==> config.mk <==
export PLATFORM = sky130hd
export DESIGN_NAME = pipeline_mem_arbiter
export DESIGN_NICKNAME = d
export VERILOG_FILES = /design/src/rtl/pipeline_mem_arbiter.sv
export SDC_FILE = /design/constraint.sdc
export NUM_CORES = 1
export LEC_CHECK = 0
export ABC_AREA = 1
export CAP_MARGIN = 20
export CORE_MARGIN = 4
export CORE_UTILIZATION = 35
export DETAILED_ROUTE_END_ITERATION = 7
export PLACE_DENSITY = 0.88
export REMOVE_ABC_BUFFERS = 1
export SLEW_MARGIN = 10
export SYNTH_ARGS = -nofsm -noshare
export SYNTH_HDL_FRONTEND = slang
export SYNTH_SLANG_ARGS = --single-unit
==> constraint.sdc <==
create_clock -name clock -period 1.94 [get_ports clock]
set_input_delay 0.291 -clock clock [delete_from_list [all_inputs] [get_ports clock]]
set_output_delay 0.291 -clock clock [all_outputs]
set_load 0.02 [all_outputs]
==> src/rtl/pipeline_mem_arbiter.sv <==
// pipeline_mem_arbiter: shares one single-ported, variable-latency memory bus
// between instruction fetch and the data (load/store) port. Only one bus
// transaction is in flight at a time. Data normally wins over fetch.
// Optional build macro MEM_ARB_FAIRNESS_EN: once MAX_DATA_BURST data grants in
// a row have been made while fetch was waiting, fetch wins the next contested
// arbitration.
//
// state  | meaning
// -------+----------------------------------------------------------
// IDLE   | bus free; arbitrate between inst_req and data_req
// BUSY_I | fetch transaction on the bus, waiting for bus_ack
// BUSY_D | load/store transaction on the bus, waiting for bus_ack
module pipeline_mem_arbiter #(
  parameter int ADDR_WIDTH     = 32,
  parameter int DATA_WIDTH     = 32,
  parameter int MAX_DATA_BURST = 4
) (
  input  logic                    clock,
  input  logic                    reset_n,
  input  logic                    inst_req,
  input  logic [ADDR_WIDTH-1:0]   inst_addr,
  output logic [DATA_WIDTH-1:0]   inst_rdata,
  output logic                    inst_ready,
  input  logic                    data_req,
  input  logic                    data_we,
  input  logic [ADDR_WIDTH-1:0]   data_addr,
  input  logic [DATA_WIDTH-1:0]   data_wdata,
  input  logic [DATA_WIDTH/8-1:0] data_be,
  output logic [DATA_WIDTH-1:0]   data_rdata,
  output logic                    data_ready,
  output logic                    bus_req,
  output logic                    bus_we,
  output logic [ADDR_WIDTH-1:0]   bus_addr,
  output logic [DATA_WIDTH-1:0]   bus_wdata,
  output logic [DATA_WIDTH/8-1:0] bus_be,
  input  logic [DATA_WIDTH-1:0]   bus_rdata,
  input  logic                    bus_ack,
  output logic                    want_stall
);

  typedef enum logic [1:0] {IDLE, BUSY_I, BUSY_D} state_t;

  state_t state;
  logic   grant_d;
  logic   grant_i;
  logic   fetch_turn;

`ifdef MEM_ARB_FAIRNESS_EN
  localparam int CNT_W = $clog2(MAX_DATA_BURST + 1);

  logic [CNT_W-1:0] burst_cnt;

  assign fetch_turn = (burst_cnt >= CNT_W'(MAX_DATA_BURST));

  // Count consecutive data grants that left fetch waiting; saturates at the limit.
  always_ff @(posedge clock or negedge reset_n) begin
    if (!reset_n) begin
      burst_cnt <= '0;
    end else if (state == IDLE) begin
      if (!inst_req || grant_i) begin
        burst_cnt <= '0;
      end else if (grant_d && (burst_cnt < CNT_W'(MAX_DATA_BURST))) begin
        burst_cnt <= burst_cnt + CNT_W'(1);
      end
    end
  end
`else
  // Strict data priority: the burst limit has no effect in this build.
  assign fetch_turn = 1'b0;

  // A burst limit below one is meaningless; nothing is built either way.
  if (MAX_DATA_BURST < 1) begin : g_burst_unused
  end
`endif

  // Arbitration in IDLE: data first unless fetch has earned its turn.
  always_comb begin
    grant_d = 1'b0;
    grant_i = 1'b0;
    if (state == IDLE) begin
      if (data_req && !(inst_req && fetch_turn)) begin
        grant_d = 1'b1;
      end else if (inst_req) begin
        grant_i = 1'b1;
      end
    end
  end

  // Transaction sequencer: latch the winner onto the bus, hold until bus_ack.
  always_ff @(posedge clock or negedge reset_n) begin
    if (!reset_n) begin
      state     <= IDLE;
      bus_req   <= 1'b0;
      bus_we    <= 1'b0;
      bus_addr  <= '0;
      bus_wdata <= '0;
      bus_be    <= '0;
    end else begin
      case (state)
        IDLE: begin
          if (grant_d) begin
            state     <= BUSY_D;
            bus_req   <= 1'b1;
            bus_we    <= data_we;
            bus_addr  <= data_addr;
            bus_wdata <= data_wdata;
            bus_be    <= data_be;
          end else if (grant_i) begin
            state     <= BUSY_I;
            bus_req   <= 1'b1;
            bus_we    <= 1'b0;
            bus_addr  <= inst_addr;
            bus_wdata <= '0;
            bus_be    <= '1;
          end
        end
        BUSY_I, BUSY_D: begin
          if (bus_ack) begin
            state   <= IDLE;
            bus_req <= 1'b0;
          end
        end
        default: begin
          state   <= IDLE;
          bus_req <= 1'b0;
        end
      endcase
    end
  end

  // A flushed fetch (inst_req dropped) still finishes on the bus but gets no pulse.
  assign data_ready = bus_ack && (state == BUSY_D);
  assign inst_ready = bus_ack && (state == BUSY_I) && inst_req;
  assign inst_rdata = bus_rdata;
  assign data_rdata = bus_rdata;
  assign want_stall = (inst_req && !inst_ready) || (data_req && !data_ready);

  // The data port must hold its request for the whole transaction.
  a_data_req_held: assert property (@(posedge clock) disable iff (!reset_n)
                                    (state == BUSY_D) |-> data_req);

endmodule

Word level (Yosys, flattened, before mapping):

Index checks and enable logic that the tools add are counted.

* add/sub/neg operators: 0
* multiply operators: 0
* div/mod/pow operators: 0
* order comparisons: 0
* eq/ne operators: 4
* shift operators: 0
* mux-type cells: 21
* bitwise operators: 0
* reductions and logical operators: 13

Operators with widths (number)
* $mux 32: 4
* $mux 1: 10
* $mux 4: 2
* $mux 2: 3
* $logic_and 1x1->1: 5
* $pmux 2 s2: 1
* $reduce_and 2->1: 2
* $ne 3x3->1 const B: 1
* $eq 2x1->1 const B: 1
* $eq 2x2->1 const B: 1
* $logic_not 1->1: 2
* $logic_not 2->1: 1
* $ne 2x2->1 const B: 1
* $pmux 1 s2: 1
* $reduce_bool 2->1: 1
* $reduce_or 2->1: 1
* $logic_or 1x1->1: 1

* register bits after elaboration: 72
* latch bits: 0
* bits in writable memories: 0
* memory bits (read-only): 0
* bits of input ports: 138
* output and inout bits: 137
* memories kept: 0

Logic depth before layout (Yosys ltp):

Gate-level depths: netlist of run 1.

* depth in word-level cells: 6
* mapped depth: 10
* gate-level depth less buffers: 8

Worst setup path after synthesis of run 1:

OpenSTA, ideal clock, no wires.

* path kind: register -> output
* start point: register state[0]
* end point: output port want_stall
* arrival time: 1.236 ns
* required time: 1.649 ns
* path slack: 0.413 ns
* stages on the path, launching flop included: 6
* cell sequence: dfrtp_1 inv_1 ha_1 nand2_1 inv_1 o21ai_0

RTL lines
* start: declaration: line 43 `state_t state;`
* start signal: assignment: line 92 `state <= IDLE;`
* start signal: assignment: line 102 `state <= BUSY_D;`
* start signal: assignment: line 109 `state <= BUSY_I;`
* $eq 2x2->1: line 132 `assign data_ready = bus_ack && (state == BUSY_D);`
* $logic_and 1x1->1: line 132
* named net data_ready: line 30 `output logic data_ready,`
* $logic_not 1->1: line 136 `assign want_stall = (inst_req && !inst_ready) || (data_req && !data_ready);`
* $logic_and 1x1->1: line 136
* $logic_or 1x1->1: line 136
* end: declaration: line 38 `output logic want_stall`

The timed path passes the listed nets, and every way through them passes these cells.

Worst setup path in the final report of run 1:

* start point: register state[0]
* end point: output port data_ready

* cells in the longest elaborated chain, start to end: 2

RTL lines (line)
* $eq 2x2->1: 132
* $logic_and 1x1->1: 132
* end: declaration: 30

No other way between the ends.

==> results of run 1 <==
cell families (layout without fill, tap and decap cells):
group                    after synthesis  in the layout
flip-flops                            72             72
AND/OR/NAND/NOR                      323            323
buffers and inverters                 94            217
AO/OA/AOI/OAI                          4              4
adder cells (fa/ha/maj)                4              4
synth_stat cells, drive strengths merged:
cell and number:
ha 4, dfrtp 72, nand3 2, nand2 306, a21oi 1, o21ai 3
clkbuf 4, inv 10, nor2 15, buf 80
final timing paths:
kind,start,end
max in group asynchronous,reset_n,bus_addr[16]
setup / recovery,state[0],data_ready
hold / removal,reset_n,bus_wdata[3]
hold reg to reg,bus_wdata[14],bus_wdata[14]
setup reg to reg,state[1],bus_addr[29]
min in group clock,bus_wdata[14],bus_wdata[14]
worst max-delay path, cell delays in order (launching register included):
cell	delay [ns]
dfrtp_1	0.39
inv_1	0.13
ha_1	0.16
nand2_1	0.05
inv_1	0.07
buf_4	0.10
dlygate4sd2_1	0.32
power breakdown:
part | switching, mW | leakage [nW] | internal (mW)
Combinational | 2.70 | 1.77 | 2.07
Sequential | 0.384 | 0.893 | 2.21
Clock | 0.552 | 0.126 | 0.922
sequential cells by signal (all words and copies together), names as in the netlist:
signal,count
bus_addr,32
bus_wdata,32
bus_be,4
state,2
bus_req,1
bus_we,1
metal layers:
layer | GRT usage, % | vias to the layer above | routed length [µm]
met5 | 4.31 | - | 57
met3 | 14.6 | 16 | 2000
met2 | 28.5 | 220 | 5140
met1 | 24.0 | 1586 | 4980
li1 | - | 1652 | -
met4 | 4.30 | 2 | 125
area by class of cell:
| class | instances | area (µm²) | area share [%] |
|---|---|---|---|
| Clock buffer | 11 | 151 | 2.76 |
| Clock inverter | 5 | 103 | 1.87 |
| Inverter | 10 | 37.5 | 0.684 |
| Multi-Input combinational cell | 331 | 1300 | 23.7 |
| Sequential cell | 72 | 1800 | 32.8 |
| Tap cell | 136 | 170 | 3.10 |
| Timing Repair Buffer | 191 | 1920 | 35.0 |
cell usage in the layout (no fill, tap or decap), drive strengths merged:
cell,synthesis,layout
a21oi,1,1
buf,80,13
bufinv,0,3
clkbuf,4,12
clkdlybuf4s50,0,174
clkinv,0,1
clkinvlp,0,1
dfrtp,72,72
dlygate4sd2,0,2
dlygate4sd3,0,1
ha,4,4
inv,10,10
nand2,306,306
nand3,2,2
nor2,15,15
o21ai,3,3
what timing repair did:
action,CTS,global route
resized for setup,4,2
hold buffers,1,0
endpoints found under the setup margin,3,1
gates cloned,0,0
hold endpoints to repair,33,0
pin swaps,0,0
==> out/metrics.cfg, run 1 <==
[placement]
placed_cells_incl_taps=739
dp_hpwl_mm=9.78
pre_cts_slack_ns=-0.0576
placedInstanceArea_um2=5230
finalWeightedCongestion=0.837
buffer_ports.inserted=178

[worst_setup_path]
worstPathMaxFanout=4
critical_path.startpoint_type=flop
crit_path_end_kind=primary output
worstSetupPathType=flop to primary output
ff2ff_setup_slack_ns=0.37
worstRegToRegCells=8
crit_required_ns=1.65
critPathArrivalTime_ns=1.56

[detailed_routing]
ant_nets=0
vias=3476
route.detailed.wl_per_inst_um=16.3
drc=0
dr.first_iter.drc_count=240
vias_per_cell=4.60
count_of_tritonroute_iterations_in_the_first_routing_pass=6
totalWireLength_mm=12.3

[timing]
rsz_0062_raised_after_global_routing=no
timing.max_slew.rel_slack_pct=70.2
setup_tns_ns=0
final-hold-violation-count=0
worst-slew-pin-transition_ns=0.447
postLayoutSetupSlackWorst_ns=0.0915
timing.hold.ws_ns=0.439
clock_skew_ns=0.0101
period_share_pct=95.3
timing.final.max_slew_violations=0
timing.fmax_mhz=541
timing.final.setup_violations=0
layout_min_cycle_time_ns=1.85

[clock_network]
clkSlewWorstSetupHoldPaths_ns=0.08
tritoncts.num_buffers=9
cts_root_buffer=clkbuf_8
max-clock-path-buffers=2
cts_setup_buffers=0
clock_sink_count=72
clock_tree_from_tritoncts=yes
htree_num_levels=3
clock_insertion_delay_worst_skew_ns=0.34

[floorplan]
dieArea_um2=12400
die-height_um=111
boundaryPins=275
initial_utilization_pct=36.0
chipWidth_um=111
floorplan.rows=37
fp.coreArea_um2=10400

[logic_synthesis]
post_synth_inst_count=497
synth_top_cells_by_area=dfrtp_1, nand2_1, buf_4
netlist_area_um2=3740
synthesis.yosys.warnings=0
yosys.area.top_type=dfrtp_1
yosys.area_share.xor_xnor_pct=0
synthAdderAreaFrac_pct=1.34
synth.mux.area_fraction_pct=0
synth_simple_gate_area_share_pct=32.6
yosysSeqAreaShare_pct=48.2
synth_top_family_by_area=simple AND/OR/NAND/NOR gates
ys_types=14
ys_ff_latch=72
post_synthesis_compound_gate_area_fraction_pct=0.837
syn-mean-instance-area_um2=7.52
synth_largest_type_area_fraction_pct=48.2

[global_route]
grt_antenna_before_repair=0
grt_remaining_overflow=0
number_of_global_route_vias_before_repair=3599
grtUsageTotal_pct=20.0
maximum_number_of_pins_on_one_net_before_global_route_repair=50
wire_length_of_the_first_global_routing_pass_mm=19.5

[final_layout]
layout.core_utilization_pct=52.9
diode_insertion_count_for_antenna_repair=0
final.fill_count=954
area_growth_pct=46.9
finalNonFillerCells=756
finalInstanceArea_um2=5490
drive_above_1_share_pct=5.65
nNetsFinal=757

[hold_path]
worst_hold_path_type=input pin to asynchronous set/reset pin

[power_and_ir_drop]
powerDensity_nw_per_um2=1610
post-layout-total-power_mw=8.83
cellLeakagePower_nw=2.79
irDropWorstVdd_mv=0.773

[run]
number_of_maximum_capacitance_constraint_violations=0

[status]
outcome=finished clean

(Power assumes the default switching activity.)
==> run 2, diff against run 1 <==
--- a/config.mk
+++ b/config.mk
@@ -7,6 +7,7 @@
 export LEC_CHECK = 0
 export ABC_AREA = 1
 export CAP_MARGIN = 20
+export CORE_ASPECT_RATIO = 0.7
 export CORE_MARGIN = 4
 export CORE_UTILIZATION = 35
 export DETAILED_ROUTE_END_ITERATION = 7
==> out/metrics.cfg, run 2 (synthesis gave the netlist of run 1 again) <==
[clock_network]
clkSlewWorstSetupHoldPaths_ns=0.05  ; -0.03 ns
tritoncts.num_buffers=9  ; unchanged
clock_tree_from_tritoncts=yes
max-clock-path-buffers=2  ; unchanged
clock_sink_count=72  ; unchanged
cts_root_buffer=clkbuf_16
clock_insertion_delay_worst_skew_ns=0.32  ; -0.02 ns
htree_num_levels=3  ; unchanged

[final_layout]
area_growth_pct=48.1
layout.cells.most_common_list=nand2_1, clkdlybuf4s50_1, dfrtp_1, nor2_1, clkbuf_16
drive_above_1_share_pct=5.33  ; -0.31 points
largest_registers=bus_addr (32), bus_wdata (32), bus_be (4)
layout.core_utilization_pct=53.2  ; +0.31 points
nNetsFinal=756  ; -0.13%
diode_insertion_count_for_antenna_repair=0  ; unchanged
layout_commonest_cell=nand2_1
finalNonFillerCells=751  ; -0.66%

[timing]
timing.final.max_slew_violations=0  ; unchanged
clock_skew_ns=0.00472  ; -0.00534 ns
setup_tns_ns=0  ; unchanged
timing.max_slew.rel_slack_pct=69.2  ; -0.99 points
timing.fmax_mhz=555  ; +2.6%
period_share_pct=92.9  ; -2.4 points
worst-slew-pin-transition_ns=0.462  ; +0.0149 ns
layout_min_cycle_time_ns=1.80  ; -0.0471 ns
rsz_0062_raised_after_global_routing=no
timing.final.setup_violations=0  ; unchanged
final-hold-violation-count=0  ; unchanged

[floorplan]
floorplan.rows=31  ; -16%
dieArea_um2=12400  ; +0.22%
fp.coreArea_um2=10400  ; +0.24%
initial_utilization_pct=35.9  ; -0.087 points
die-height_um=94.4  ; -15%
chipWidth_um=131  ; +18%
boundaryPins=275  ; unchanged

[placement]
finalWeightedCongestion=0.803  ; -4.0%
placed_cells_incl_taps=734  ; -0.68%
buffer_ports.inserted=178  ; unchanged
dp_hpwl_mm=10.1  ; +2.9%

[worst_setup_path]
critPathArrivalTime_ns=1.51  ; -0.05 ns
cp_num_buf_inv=2  ; -2
critical_path.cell_chain=inv_1 > ha_1 > nand2_1 > nor2_1 > dlygate4sd2_1
crit_path_end_kind=primary output
path_delay_family=buffers and inverters
critical_path.startpoint_type=flop
worstPathMaxFanout=3  ; -1
crit_required_ns=1.65  ; about the same
worstSetupPathType=flop to primary output
crit_path_top_delay_cell=dfrtp_1
cpPeakStageDelay_ns=0.40  ; about the same

[detailed_routing]
route.detailed.wl_per_inst_um=16.8  ; +3.3%
drc=0  ; unchanged
vias_per_cell=4.56  ; -0.90%
ant_nets=0  ; unchanged
totalWireLength_mm=12.6  ; +2.6%
vias=3422  ; -1.6%
count_of_tritonroute_iterations_in_the_first_routing_pass=5  ; -1
dr.first_iter.drc_count=171  ; -29%

[run]
number_of_maximum_capacitance_constraint_violations=0  ; unchanged

[hold_path]
worst_hold_path_type=input pin to asynchronous set/reset pin

[global_route]
grtUsageTotal_pct=20.4  ; +0.42 points
grt_antenna_before_repair=0  ; unchanged
wire_length_of_the_first_global_routing_pass_mm=19.4  ; -0.49%
number_of_global_route_vias_before_repair=3431  ; -4.7%
maximum_number_of_pins_on_one_net_before_global_route_repair=38  ; -24%
grt_remaining_overflow=0  ; unchanged

[power_and_ir_drop]
post-layout-total-power_mw=9.01  ; +1.9%
powerDensity_nw_per_um2=1630  ; +1.1%
cellLeakagePower_nw=2.80  ; +0.70%
irDropWorstVdd_mv=0.732  ; -5.2%

[status]
outcome=finished clean

==> run 2: cell count changes in the layout (fill, tap and decap cells not counted), sizes merged <==
| cell | change |
|---|---|
| clkinv | +2 |
| bufinv | -2 |
| buf | -1 |
==> run 2: metrics by stage <==
stage / setup WS [ns] / instance area, µm² / hold slack [ns]
floorplan: -0.119 / 3140 / -0.00459
global placement: 0.0517 / 5230 / 0.267
detailed placement: -0.0479 / 5230 / 0.283
CTS: 0.0358 / 5540 / 0.472
global route: 0.0495 / 5530 / 0.480
finish: 0.139 / 5530 / 0.468
==> run 2: layout make-up <==
type	instances	area, µm²
well taps	132	165
fillers	961	4860
flip-flops and latches	72	1800
multi-input cells	331	1300
inverters	10	37.5
clock buffers	11	243
repair buffers	190	1930
clock inverters	5	56.3
==> run 2: timing repair <==
action | in CTS | in global routing
hold buffers | 1 | 0
setup endpoints to repair | 3 | 1
gates resized for setup | 3 | 3
cloned | 0 | 0
setup buffers | 0 | 0
pin swaps | 0 | 0
hold endpoints to repair | 35 | 0
==> run 2: final timing paths <==
kind	start	to	slack, ns	cells past startpoint
max	state[1]	inst_ready	0.14	5
min	reset_n	bus_wdata[26]	0.47	2
max reg2reg	state[1]	bus_be[3]	0.36	7
min reg2reg	bus_wdata[20]	bus_wdata[20]	0.47	2
max in group asynchronous	reset_n	bus_addr[18]	0.90	3
min in group clock	bus_wdata[20]	bus_wdata[20]	0.47	2
==> run 2: where the power goes <==
group / switching [mW] / internal [mW]
Sequential: 0.378 / 2.22
Combinational: 2.70 / 2.08
Clock: 0.597 / 1.03
==> run 2: routing by layer <==
metal	vias up	track usage, %	wire length, µm	share of wire [%]
met5	-	4.37	47	0.37
met4	2	4.37	83	0.66
met3	13	16.7	2010	16
met2	221	27.2	4930	39
met1	1536	24.9	5550	44
li1	1650	-	-	-
==> run 2: worst reg2reg max path: stages (launching register included) <==
cell,delay [ns]
dfrtp_1,0.40
inv_1,0.12
ha_1,0.23
nand2_1,0.15
a21oi_4,0.16
buf_4,0.29
nor2_1,0.07
nor2_1,0.10
==> run 3, diff against run 2 <==
--- a/config.mk
+++ b/config.mk
@@ -6,12 +6,14 @@
 export NUM_CORES = 1
 export LEC_CHECK = 0
 export ABC_AREA = 1
+export ABC_CLOCK_PERIOD_IN_PS = 1940
 export CAP_MARGIN = 20
 export CORE_ASPECT_RATIO = 0.7
 export CORE_MARGIN = 4
 export CORE_UTILIZATION = 35
 export DETAILED_ROUTE_END_ITERATION = 7
 export PLACE_DENSITY = 0.88
+export RECOVER_POWER = 50
 export REMOVE_ABC_BUFFERS = 1
 export SLEW_MARGIN = 10
 export SYNTH_ARGS = -nofsm -noshare
==> out/metrics.cfg, run 3 (synthesis gave the netlist of run 1 again) <==
[timing]
timing.fmax_mhz=555  ; about the same
clock_skew_ns=0.00462  ; -0.0000925 ns
period_share_pct=92.9  ; about the same
final-hold-violation-count=0  ; unchanged
layout_min_cycle_time_ns=1.80  ; +0.000310 ns
setup_tns_ns=0  ; unchanged
worst-slew-pin-transition_ns=0.900  ; +0.438 ns
timing.max_slew.rel_slack_pct=40.0  ; -29 points
rsz_0062_raised_after_global_routing=no
timing.final.setup_violations=0  ; unchanged
timing.final.max_slew_violations=0  ; unchanged

[worst_setup_path]
cpPeakStageDelay_ns=0.40  ; about the same
cp_num_buf_inv=2  ; unchanged
ff2ff_setup_slack_ns=0.35  ; about the same
reg_to_reg_critical_path_endpoint=bus_be[3]
worstSetupPathType=flop to primary output
path_delay_family=buffers and inverters
crit_required_ns=1.65  ; about the same
rr_startpoint=state[1]
critical_path.cell_chain=inv_1 > ha_1 > nand2_1 > nor2_1 > dlygate4sd2_1
crit_path_top_delay_cell=dfrtp_1
crit_path_end_kind=primary output
worstPathMaxFanout=3  ; unchanged
critPathArrivalTime_ns=1.51  ; about the same
worstRegToRegCells=7  ; unchanged
critical_path.startpoint_type=flop

[final_layout]
layout_commonest_cell=nand2_1
drive_above_1_share_pct=5.33  ; unchanged
area_growth_pct=48.0  ; about the same
largest_registers=bus_addr (32), bus_wdata (32), bus_be (4)
finalInstanceArea_um2=5530  ; about the same
layout.cells.most_common_list=nand2_1, clkdlybuf4s50_1, dfrtp_1, nor2_1, clkbuf_16
diode_insertion_count_for_antenna_repair=0  ; unchanged
nNetsFinal=756  ; unchanged

[clock_network]
tritoncts.num_buffers=9  ; unchanged
htree_num_levels=3  ; unchanged
clkSlewWorstSetupHoldPaths_ns=0.05  ; about the same
clock_sink_count=72  ; unchanged
clock_tree_from_tritoncts=yes
cts_root_buffer=clkbuf_16
max-clock-path-buffers=2  ; unchanged
clock_insertion_delay_worst_skew_ns=0.32  ; about the same

[power_and_ir_drop]
powerDensity_nw_per_um2=1630  ; about the same
power.clock.fraction_pct=18.0  ; about the same
seq_power_share_pct=28.8  ; about the same
cellLeakagePower_nw=2.81  ; about the same
swShare_pct=40.9  ; +0.049 points
power.share.combinational_pct=53.1  ; about the same
p_int_mw=5.32  ; about the same
irDropWorstVdd_mv=0.730  ; -0.26%
p_sw_mw=3.68  ; +0.12%

[global_route]
maximum_number_of_pins_on_one_net_before_global_route_repair=38  ; unchanged
number_of_global_route_vias_before_repair=3431  ; unchanged
grt_remaining_overflow=0  ; unchanged
wire_length_of_the_first_global_routing_pass_mm=19.4  ; unchanged
grtUsageTotal_pct=20.4  ; unchanged
grt_antenna_before_repair=0  ; unchanged

[detailed_routing]
ant_nets=0  ; unchanged
route.detailed.wl_per_inst_um=16.9  ; +0.28%
totalWireLength_mm=12.7  ; +0.28%
vias=3439  ; +0.50%
drc=0  ; unchanged
dr.first_iter.drc_count=157  ; -8.2%
vias_per_cell=4.58  ; +0.50%
count_of_tritonroute_iterations_in_the_first_routing_pass=4  ; -1

[floorplan]
boundaryPins=275  ; unchanged
dieArea_um2=12400  ; unchanged
die-height_um=94.4  ; unchanged
initial_utilization_pct=35.9  ; unchanged
chipWidth_um=131  ; unchanged
floorplan.rows=31  ; unchanged
fp.coreArea_um2=10400  ; unchanged

[run]
number_of_maximum_capacitance_constraint_violations=0  ; unchanged

[hold_path]
worst_hold_path.num_cells=2
worst_hold_path_type=flop to flop
worst_hold_path.endpoint=bus_wdata[20]
hold_start=bus_wdata[20]

[placement]
placedInstanceArea_um2=5230  ; unchanged
dp_hpwl_mm=10.1  ; unchanged
finalWeightedCongestion=0.803  ; unchanged
buffer_ports.inserted=178  ; unchanged

[status]
outcome=finished clean

[run 3: tightest hold or removal path, stage by stage, from the launching register on]
cell,delay (ns)
dfrtp_1,0.34
nand2_1,0.05
nand2_1,0.04
[run 3: worst max-delay path by stage]
stage | from | to | slack [ns] | depth (start not counted)
after global placement | bus_ack | want_stall | 0.05 | 5
after CTS | state[0] | want_stall | 0.04 | 6
after global routing | state[1] | inst_ready | 0.05 | 5
after floorplan | state[0] | bus_addr[0] | -0.12 | 7
final | state[1] | inst_ready | 0.14 | 5
after detailed placement | bus_ack | want_stall | -0.05 | 5
[run 3: repair_timing]
action	4_1_cts	5_1_grt
hold buffers	1	0
endpoints found under the setup margin	3	1
resized for setup	3	3
buffers inserted	0	0
hold endpoints to repair	35	0
[run 3: layout make-up]
type / instances / area, µm²
clock buffer: 11 / 243
fill: 962 / 4870
sequential: 72 / 1800
clock inverter: 5 / 56.3
inverter: 10 / 37.5
multi-input combinational: 331 / 1300
timing repair buffer: 190 / 1920
tap: 132 / 165
[run 3: power by group through the flow]
stage	Sequential (mW)	Clock [mW]	Combinational, mW
floorplan	3.41	0	1.57
global placement	2.59	0	4.69
detailed placement	2.60	0	4.84
CTS	2.60	1.69	4.84
global route	2.67	1.75	5.23
finish	2.59	1.62	4.79
[run 3: layer usage]
metal	part of all wire, %	vias to the layer above	global-route usage [%]
li1	-	1652	-
met1	44	1542	24.9
met2	39	228	27.2
met3	17	15	16.7
met4	0.69	2	4.37
met5	0.37	-	4.37
[run 3: metrics by stage]
step	cells	setup WS (ns)	utilization, %	total power [mW]	hold slack, ns
after floorplan	413	-0.119	-	4.98	-0.00459
after global placement	734	0.0517	50.3	7.27	0.267
after detailed placement	734	-0.0479	50.3	7.44	0.283
after CTS	751	0.0358	53.2	9.12	0.472
after global routing	751	0.0495	53.2	9.66	0.480
final	751	0.138	53.2	9.01	0.468
